--- src/rtl/ifmap_unpack_dequant_if.sv ---
// Handshake bundle for ifmap_unpack_dequant: packed-word input stream and operand output stream.
// The master side is the producer/consumer environment, the slave side is the unpacker.
interface ifmap_unpack_dequant_if #(
  parameter int DATA_BITS = 16
) ();
  logic                        in_valid;
  logic                        in_ready;
  logic [31:0]                 in_data;
  logic [2:0]                  in_bytes;
  logic                        in_last;
  logic                        out_valid;
  logic                        out_ready;
  logic signed [DATA_BITS-1:0] out_data;
  logic                        out_last;

  modport master (
    output in_valid, in_data, in_bytes, in_last, out_ready,
    input  in_ready, out_valid, out_data, out_last
  );

  modport slave (
    input  in_valid, in_data, in_bytes, in_last, out_ready,
    output in_ready, out_valid, out_data, out_last
  );
endinterface

--- src/rtl/ifmap_unpack_dequant.sv ---
// Unpacks 32-bit words of uint8 activations, removes the zero point, left-shifts into the PE
// fixed-point domain with saturation and streams one signed operand per cycle.
module ifmap_unpack_dequant #(
  parameter int DATA_BITS = 16
) (
  input  logic                        i_clk,
  input  logic                        i_rst_n,
  input  logic                        i_flush,
  input  logic [7:0]                  i_zero_point,
  input  logic [3:0]                  i_shift_amt,
  ifmap_unpack_dequant_if.slave       io_bus,
  output logic                        o_tile_done
);

  localparam logic signed [31:0] SatMax = (32'sd1 <<< (DATA_BITS - 1)) - 32'sd1;
  localparam logic signed [31:0] SatMin = -(32'sd1 <<< (DATA_BITS - 1));

  typedef enum logic {StEmpty, StHold} state_e;

  state_e      r_state, w_state_next;
  logic [31:0] r_word, w_word_next;
  logic [2:0]  r_count, w_count_next;
  logic        r_last, w_last_next;
  logic [1:0]  r_idx, w_idx_next;
  logic        r_tile_done, w_tile_done_next;

  logic [2:0]         w_bytes_norm;
  logic [2:0]         w_count_m1;
  logic               w_at_end;
  logic               w_load;
  logic [7:0]         w_byte;
  logic signed [8:0]  w_diff;
  logic signed [31:0] w_prod;

  always_ff @(posedge i_clk or negedge i_rst_n) begin
    if (!i_rst_n) begin
      r_state     <= StEmpty;
      r_word      <= '0;
      r_count     <= '0;
      r_last      <= 1'b0;
      r_idx       <= '0;
      r_tile_done <= 1'b0;
    end else begin
      r_state     <= w_state_next;
      r_word      <= w_word_next;
      r_count     <= w_count_next;
      r_last      <= w_last_next;
      r_idx       <= w_idx_next;
      r_tile_done <= w_tile_done_next;
    end
  end

  // in_bytes of 0 or above 4 means a full word
  assign w_bytes_norm = (io_bus.in_bytes == 3'd0 || io_bus.in_bytes > 3'd4) ? 3'd4
                                                                            : io_bus.in_bytes;
  assign w_count_m1   = r_count - 3'd1;
  assign w_at_end     = ({1'b0, r_idx} == w_count_m1);

  always_comb begin
    w_state_next     = r_state;
    w_word_next      = r_word;
    w_count_next     = r_count;
    w_last_next      = r_last;
    w_idx_next       = r_idx;
    w_tile_done_next = 1'b0;
    w_load           = 1'b0;
    io_bus.in_ready  = 1'b0;

    if (i_flush) begin
      w_state_next = StEmpty;
      w_idx_next   = '0;
    end else begin
      unique case (r_state)
        StEmpty: begin
          io_bus.in_ready = 1'b1;
          w_load          = io_bus.in_valid;
        end
        StHold: begin
          if (io_bus.out_ready) begin
            w_tile_done_next = r_last && w_at_end;
            if (!w_at_end) begin
              w_idx_next = r_idx + 2'd1;
            end else begin
              // Last byte leaves this cycle: chain the next word without a bubble
              io_bus.in_ready = 1'b1;
              if (io_bus.in_valid) begin
                w_load = 1'b1;
              end else begin
                w_state_next = StEmpty;
              end
            end
          end
        end
        default: w_state_next = StEmpty;
      endcase
    end

    if (w_load) begin
      w_state_next = StHold;
      w_word_next  = io_bus.in_data;
      w_count_next = w_bytes_norm;
      w_last_next  = io_bus.in_last;
      w_idx_next   = '0;
    end
  end

  assign w_byte = r_word[{r_idx, 3'b000} +: 8];
  assign w_diff = $signed({1'b0, w_byte}) - $signed({1'b0, i_zero_point});
  assign w_prod = {{23{w_diff[8]}}, w_diff} <<< i_shift_amt;

  always_comb begin
    if (w_prod > SatMax) begin
      io_bus.out_data = SatMax[DATA_BITS-1:0];
    end else if (w_prod < SatMin) begin
      io_bus.out_data = SatMin[DATA_BITS-1:0];
    end else begin
      io_bus.out_data = w_prod[DATA_BITS-1:0];
    end
  end

  assign io_bus.out_valid = (r_state == StHold);
  assign io_bus.out_last  = (r_state == StHold) && r_last && w_at_end;
  assign o_tile_done      = r_tile_done;

endmodule

--- src/flat_wrapper.sv ---
// flat-port wrapper written by rule: the top's interface ports become plain ports
module ifmap_unpack_dequant_flat 
#(
  parameter int DATA_BITS = 16
)
  (i_clk, i_rst_n, i_flush, i_zero_point, i_shift_amt, o_tile_done, io_bus_in_valid, io_bus_in_data, io_bus_in_bytes, io_bus_in_last, io_bus_out_ready, io_bus_in_ready, io_bus_out_valid, io_bus_out_data, io_bus_out_last);
  ifmap_unpack_dequant_if #(.DATA_BITS(DATA_BITS)) io_bus_i ();
  input  logic i_clk;
  input  logic i_rst_n;
  input  logic i_flush;
  input  logic [7:0] i_zero_point;
  input  logic [3:0] i_shift_amt;
  output logic o_tile_done;
  input wire logic [$bits(io_bus_i.in_valid)-1:0] io_bus_in_valid;
  input wire logic [$bits(io_bus_i.in_data)-1:0] io_bus_in_data;
  input wire logic [$bits(io_bus_i.in_bytes)-1:0] io_bus_in_bytes;
  input wire logic [$bits(io_bus_i.in_last)-1:0] io_bus_in_last;
  input wire logic [$bits(io_bus_i.out_ready)-1:0] io_bus_out_ready;
  output wire logic [$bits(io_bus_i.in_ready)-1:0] io_bus_in_ready;
  output wire logic [$bits(io_bus_i.out_valid)-1:0] io_bus_out_valid;
  output wire logic [$bits(io_bus_i.out_data)-1:0] io_bus_out_data;
  output wire logic [$bits(io_bus_i.out_last)-1:0] io_bus_out_last;
  assign io_bus_i.in_valid = io_bus_in_valid;
  assign io_bus_i.in_data = io_bus_in_data;
  assign io_bus_i.in_bytes = io_bus_in_bytes;
  assign io_bus_i.in_last = io_bus_in_last;
  assign io_bus_i.out_ready = io_bus_out_ready;
  assign io_bus_in_ready = io_bus_i.in_ready;
  assign io_bus_out_valid = io_bus_i.out_valid;
  assign io_bus_out_data = io_bus_i.out_data;
  assign io_bus_out_last = io_bus_i.out_last;
  ifmap_unpack_dequant #(.DATA_BITS(DATA_BITS)) u_core (.i_clk(i_clk), .i_rst_n(i_rst_n), .i_flush(i_flush), .i_zero_point(i_zero_point), .i_shift_amt(i_shift_amt), .io_bus(io_bus_i), .o_tile_done(o_tile_done));
endmodule
--- config.mk ---
export PLATFORM = sky130hd
export DESIGN_NAME = ifmap_unpack_dequant_flat
export DESIGN_NICKNAME = d
export VERILOG_FILES = /design/src/rtl/ifmap_unpack_dequant_if.sv /design/src/rtl/ifmap_unpack_dequant.sv /design/src/flat_wrapper.sv
export SDC_FILE = /design/constraint.sdc
export NUM_CORES = 1
export LEC_CHECK = 0
export BUFFER_PORTS_ARGS = -buffer_cell sky130_fd_sc_hd__buf_2
export CAP_MARGIN = 20
export CORE_ASPECT_RATIO = 0.6
export CORE_MARGIN = 5
export CORE_UTILIZATION = 55
export DETAILED_ROUTE_END_ITERATION = 10
export GPL_ROUTABILITY_DRIVEN = 0
export PLACE_DENSITY_LB_ADDON = 0.3
export SLEW_MARGIN = 25
export SYNTH_ARGS = -nofsm -noshare
export SYNTH_HDL_FRONTEND = slang
export SYNTH_SLANG_ARGS = --single-unit
--- constraint.sdc ---
create_clock -name i_clk -period 5.2 [get_ports i_clk]
set_clock_uncertainty 0.2 [all_clocks]
set_input_delay 0.26 -clock i_clk [delete_from_list [all_inputs] [get_ports i_clk]]
set_output_delay 0.26 -clock i_clk [all_outputs]
set_load 0.05 [all_outputs]
==> metrics.txt <==
Overflow after GRT 0; total routing usage reported by global routing 25.87%; fraction of final layout cells sized beyond drive strength 1 between 20% and 30%; clock tree from TritonCTS done; cell-by-cell trace of the critical path buf_4 > mux4_2 > ha_2 > a21o_4 > a2111oi_4 > a222oi_1 > buf_4 > a311oi_2 > o221ai_1 > a211o_1 > a22oi_4 > buf_12 > o21ai_0 > buf_2; switching fraction of total power 48.40%; total number of nets in the final design 557; number of ports placed on the die boundary 73; power share of the clock group 15.3%; Peak VDD IR 149.2 µV; count of unresolved DRC violations after routing 0; CTS HTree Levels 2; worst path arrival time 4.60 ns; CP Capture Type primary output; sequential share of power 27.1%; post-layout instance area 4009 µm²; number of enable-type register cells in the synthesized netlist 0; kind of critical path flop to primary output; R2R Path End u_core.r_count[2]; Max-Slew Margin vs Limit a little over two fifths; die outline width 107.4 µm; TritonRoute pass-1 iters 9; Final Max Tran Viols 0; TritonCTS buffer count 5; DIE HEIGHT between 60 and 70 µm; warning count from the yosys run 0; Starting DRT DRC Count 540; share of total power in combinational logic 57.6%; maximum fanout encountered on the critical timing path 14; clock transition at the registers of the reported paths 0.08 ns; Slowest cell on crit path sky130_fd_sc_hd__mux4_2; pin count of the biggest net entering global routing 41; Reg2Reg Setup Slack between 2 and 2.5 ns; diodes inserted 0; number of setup violations in the final report 0; critical path launch point type flop; final cycle utilization of the critical path 97.38%; cell mode on critical path sky130_fd_sc_hd__buf_4; fraction of synthesis flops using an asynchronous set or reset pin 100.0%; FF+latch count, synth 40; syn nets about 460; result of the run complete, no violations; area inside the core boundary 5544 µm²; net switching power 0.7116 mW; number of antenna violations at the first check in global routing 0; number of distinct standard cells referenced by the synthesized netlist 64; Layout area overhead 28.11%; Gate Count Post-Synth 395; total negative setup slack 0 ns; via count of the first global-routing pass 3073; cell-internal power around 0.76 mW; leakage power summed over all cells 1.961 nW; wire per inst 16.58 µm; Num Clock Sinks 40; DRT antenna net count 0; logic depth of the worst register-to-register path 9; number of input and output port buffers inserted 72; mean instance size in the synthesized netlist 7.922 µm²; Period minus WS final 5.064 ns; post-detailed-placement half-perimeter wirelength 6.565 mm; Synth Flop Type sky130_fd_sc_hd__dfrtp_1; Achievable Freq between 0.15 and 0.2 GHz; Cell Area, Placed 3512 µm²; register area share after synthesis 31.99%; global-route wire length before repair about 15 mm; area enclosed by the die boundary 7347 µm²; WHS Path Cells 2; worst-case hold path end point u_core.io_bus.out_valid; final hold violations 0; slew at the pin closest to its max-slew limit 0.8721 ns; CTS root buf sky130_fd_sc_hd__clkbuf_8; required time at the endpoint of the critical path 4.74 ns; power density cells 366.8 nW/µm²; critical hold path startpoint i_flush; Crit path largest cell delay 0.53 ns; Clock Latency Late Sink 0.30 ns; worst hold path type input port to flop; overall via count from detail_route 3394; launching point of the worst reg2reg path u_core.r_count[0]; Routed WL around 9.5 mm; synthesized cell area 3129 µm²; vias per cell 5.944; reported max-cap violation count 0; CTS max path bufs 2; row count 21; initial core utilization between 50% and 60%
## worst max-delay path, delay by kind of cell, from the launching register on
kind,cells,cell delay [ns]
adder cells (fa/ha/maj),1,0.35
AO/OA/AOI/OAI,8,2.15
buffers and inverters,4,0.82
flip-flops,1,0.46
multiplexers,1,0.53
## metal layers
metal / share of wire, % / global-route usage [%]
met5: 0 / 0
met3: 9.4 / 4.430
met2: 44 / 39.49
met1: 45 / 38.22
met4: 1.8 / 6.929
## cell families after synthesis
logic type / share of synthesized area [%]
muxes: 6.397
AOI/OAI and AO/OA: 24.71
adders and majority gates: 5.838
xor gates and xnor gates: 1.679
and+or+nand+nor: 23.91
buffers and inverters: 5.478
DFF: 31.99
## worst max-delay path by stage
| stage | from | endpoint | slack (ns) | cells after the start |
|---|---|---|---|---|
| floorplan | u_core.r_idx[0] | io_bus_out_data[10] | 0.25 | 11 |
| global placement | u_core.r_idx[0] | io_bus_out_data[15] | 0.43 | 12 |
| detailed placement | u_core.r_idx[0] | io_bus_out_data[15] | 0.29 | 12 |
| CTS | u_core.r_idx[1] | io_bus_out_data[13] | 0.08 | 14 |
| global route | u_core.r_idx[0] | io_bus_out_data[5] | -0.02 | 13 |
| finish | u_core.r_idx[0] | io_bus_out_data[5] | 0.14 | 14 |
## state kept, by name, summed over array words and instances, names as in the netlist
register,flops
u_core.r_idx,2
u_core.r_last,1
u_core.r_word,32
u_core.r_count,3
u_core.o_tile_done,1
u_core.io_bus.out_valid,1
## Yosys cell counts (all sizes together), types with 6 or more instances
| cell type | count | share of area (%) |
|---|---|---|
| nand2 | 126 | 15 |
| dfrtp | 40 | 32 |
| o21ai | 31 | 5.0 |
| nor2 | 19 | 2.3 |
| inv | 18 | 2.2 |
| clkbuf | 16 | 1.9 |
| ha | 13 | 5.2 |
| a21oi | 10 | 1.7 |
| mux4 | 8 | 5.8 |
| a31oi | 7 | 1.4 |
| nor3 | 7 | 1.1 |
| a21o | 6 | 1.7 |
| buf | 6 | 1.3 |
## layout by cell type, fill, tap and decap left out, types with 3 or more instances in the layout
cell type,n
sky130_fd_sc_hd__a211oi_1,3
sky130_fd_sc_hd__a21boi_0,3
sky130_fd_sc_hd__a21o_1,5
sky130_fd_sc_hd__a21oi_1,9
sky130_fd_sc_hd__a22o_1,3
sky130_fd_sc_hd__a31oi_1,7
sky130_fd_sc_hd__and2_1,3
sky130_fd_sc_hd__and3_1,3
sky130_fd_sc_hd__buf_2,72
sky130_fd_sc_hd__buf_4,3
sky130_fd_sc_hd__clkbuf_8,6
sky130_fd_sc_hd__dfrtp_1,39
sky130_fd_sc_hd__dlygate4sd3_1,34
sky130_fd_sc_hd__ha_1,12
sky130_fd_sc_hd__inv_1,18
sky130_fd_sc_hd__mux4_2,8
sky130_fd_sc_hd__nand2_1,125
sky130_fd_sc_hd__nand3_1,5
sky130_fd_sc_hd__nand4_1,3
sky130_fd_sc_hd__nor2_1,19
sky130_fd_sc_hd__nor3_1,6
sky130_fd_sc_hd__o211ai_1,5
sky130_fd_sc_hd__o21ai_0,24
sky130_fd_sc_hd__o21ai_1,7
sky130_fd_sc_hd__o31ai_1,4
sky130_fd_sc_hd__or2_2,3
sky130_fd_sc_hd__xor2_1,4
## final cells by class
| cell class | instances | area [µm²] |
|---|---|---|
| clock buffers | 6 | 82.58 |
| clock inverters | 2 | 15.01 |
| fillers | 406 | 1535 |
| inverters | 19 | 71.32 |
| multi-input cells | 314 | 1994 |
| flip-flops and latches | 40 | 1002 |
| well taps | 80 | 100.1 |
| repair buffers | 110 | 743.2 |
## power groups by stage
stage	sequential [mW]	combinational (mW)	clock, mW
2_1_floorplan	0.392	0.613	0
3_3_place_gp	0.400	0.758	0
4_1_cts	0.397	0.802	0.226
3_5_place_dp	0.402	0.772	0
6_report	0.398	0.847	0.226
5_1_grt	0.402	0.909	0.239
## metrics by stage
step / util [%] / hold WS [ns] / instances / power [mW] / setup WS [ns]
floorplan: - / -0.2356 / 395 / 1.005 / 0.2457
global placement: 63.30 / 0.2316 / 527 / 1.157 / 0.4277
detailed placement: 63.35 / 0.2256 / 527 / 1.174 / 0.2866
CTS: 71.50 / 0.0007951 / 570 / 1.425 / 0.07891
global route: 72.31 / 0.01764 / 571 / 1.550 / -0.02165
finish: 72.31 / 0.005437 / 571 / 1.470 / 0.1364
## repair_timing
| item | CTS | global route |
|---|---|---|
| hold endpoints to repair | 73 | 0 |
| pin swaps | 1 | 3 |
| endpoints found under the setup margin | 1 | 16 |
| resized for setup | 1 | 6 |
| buffers inserted | 1 | 1 |
| hold buffers | 34 | 0 |
Note: power is estimated with default switching activity, not from simulation.
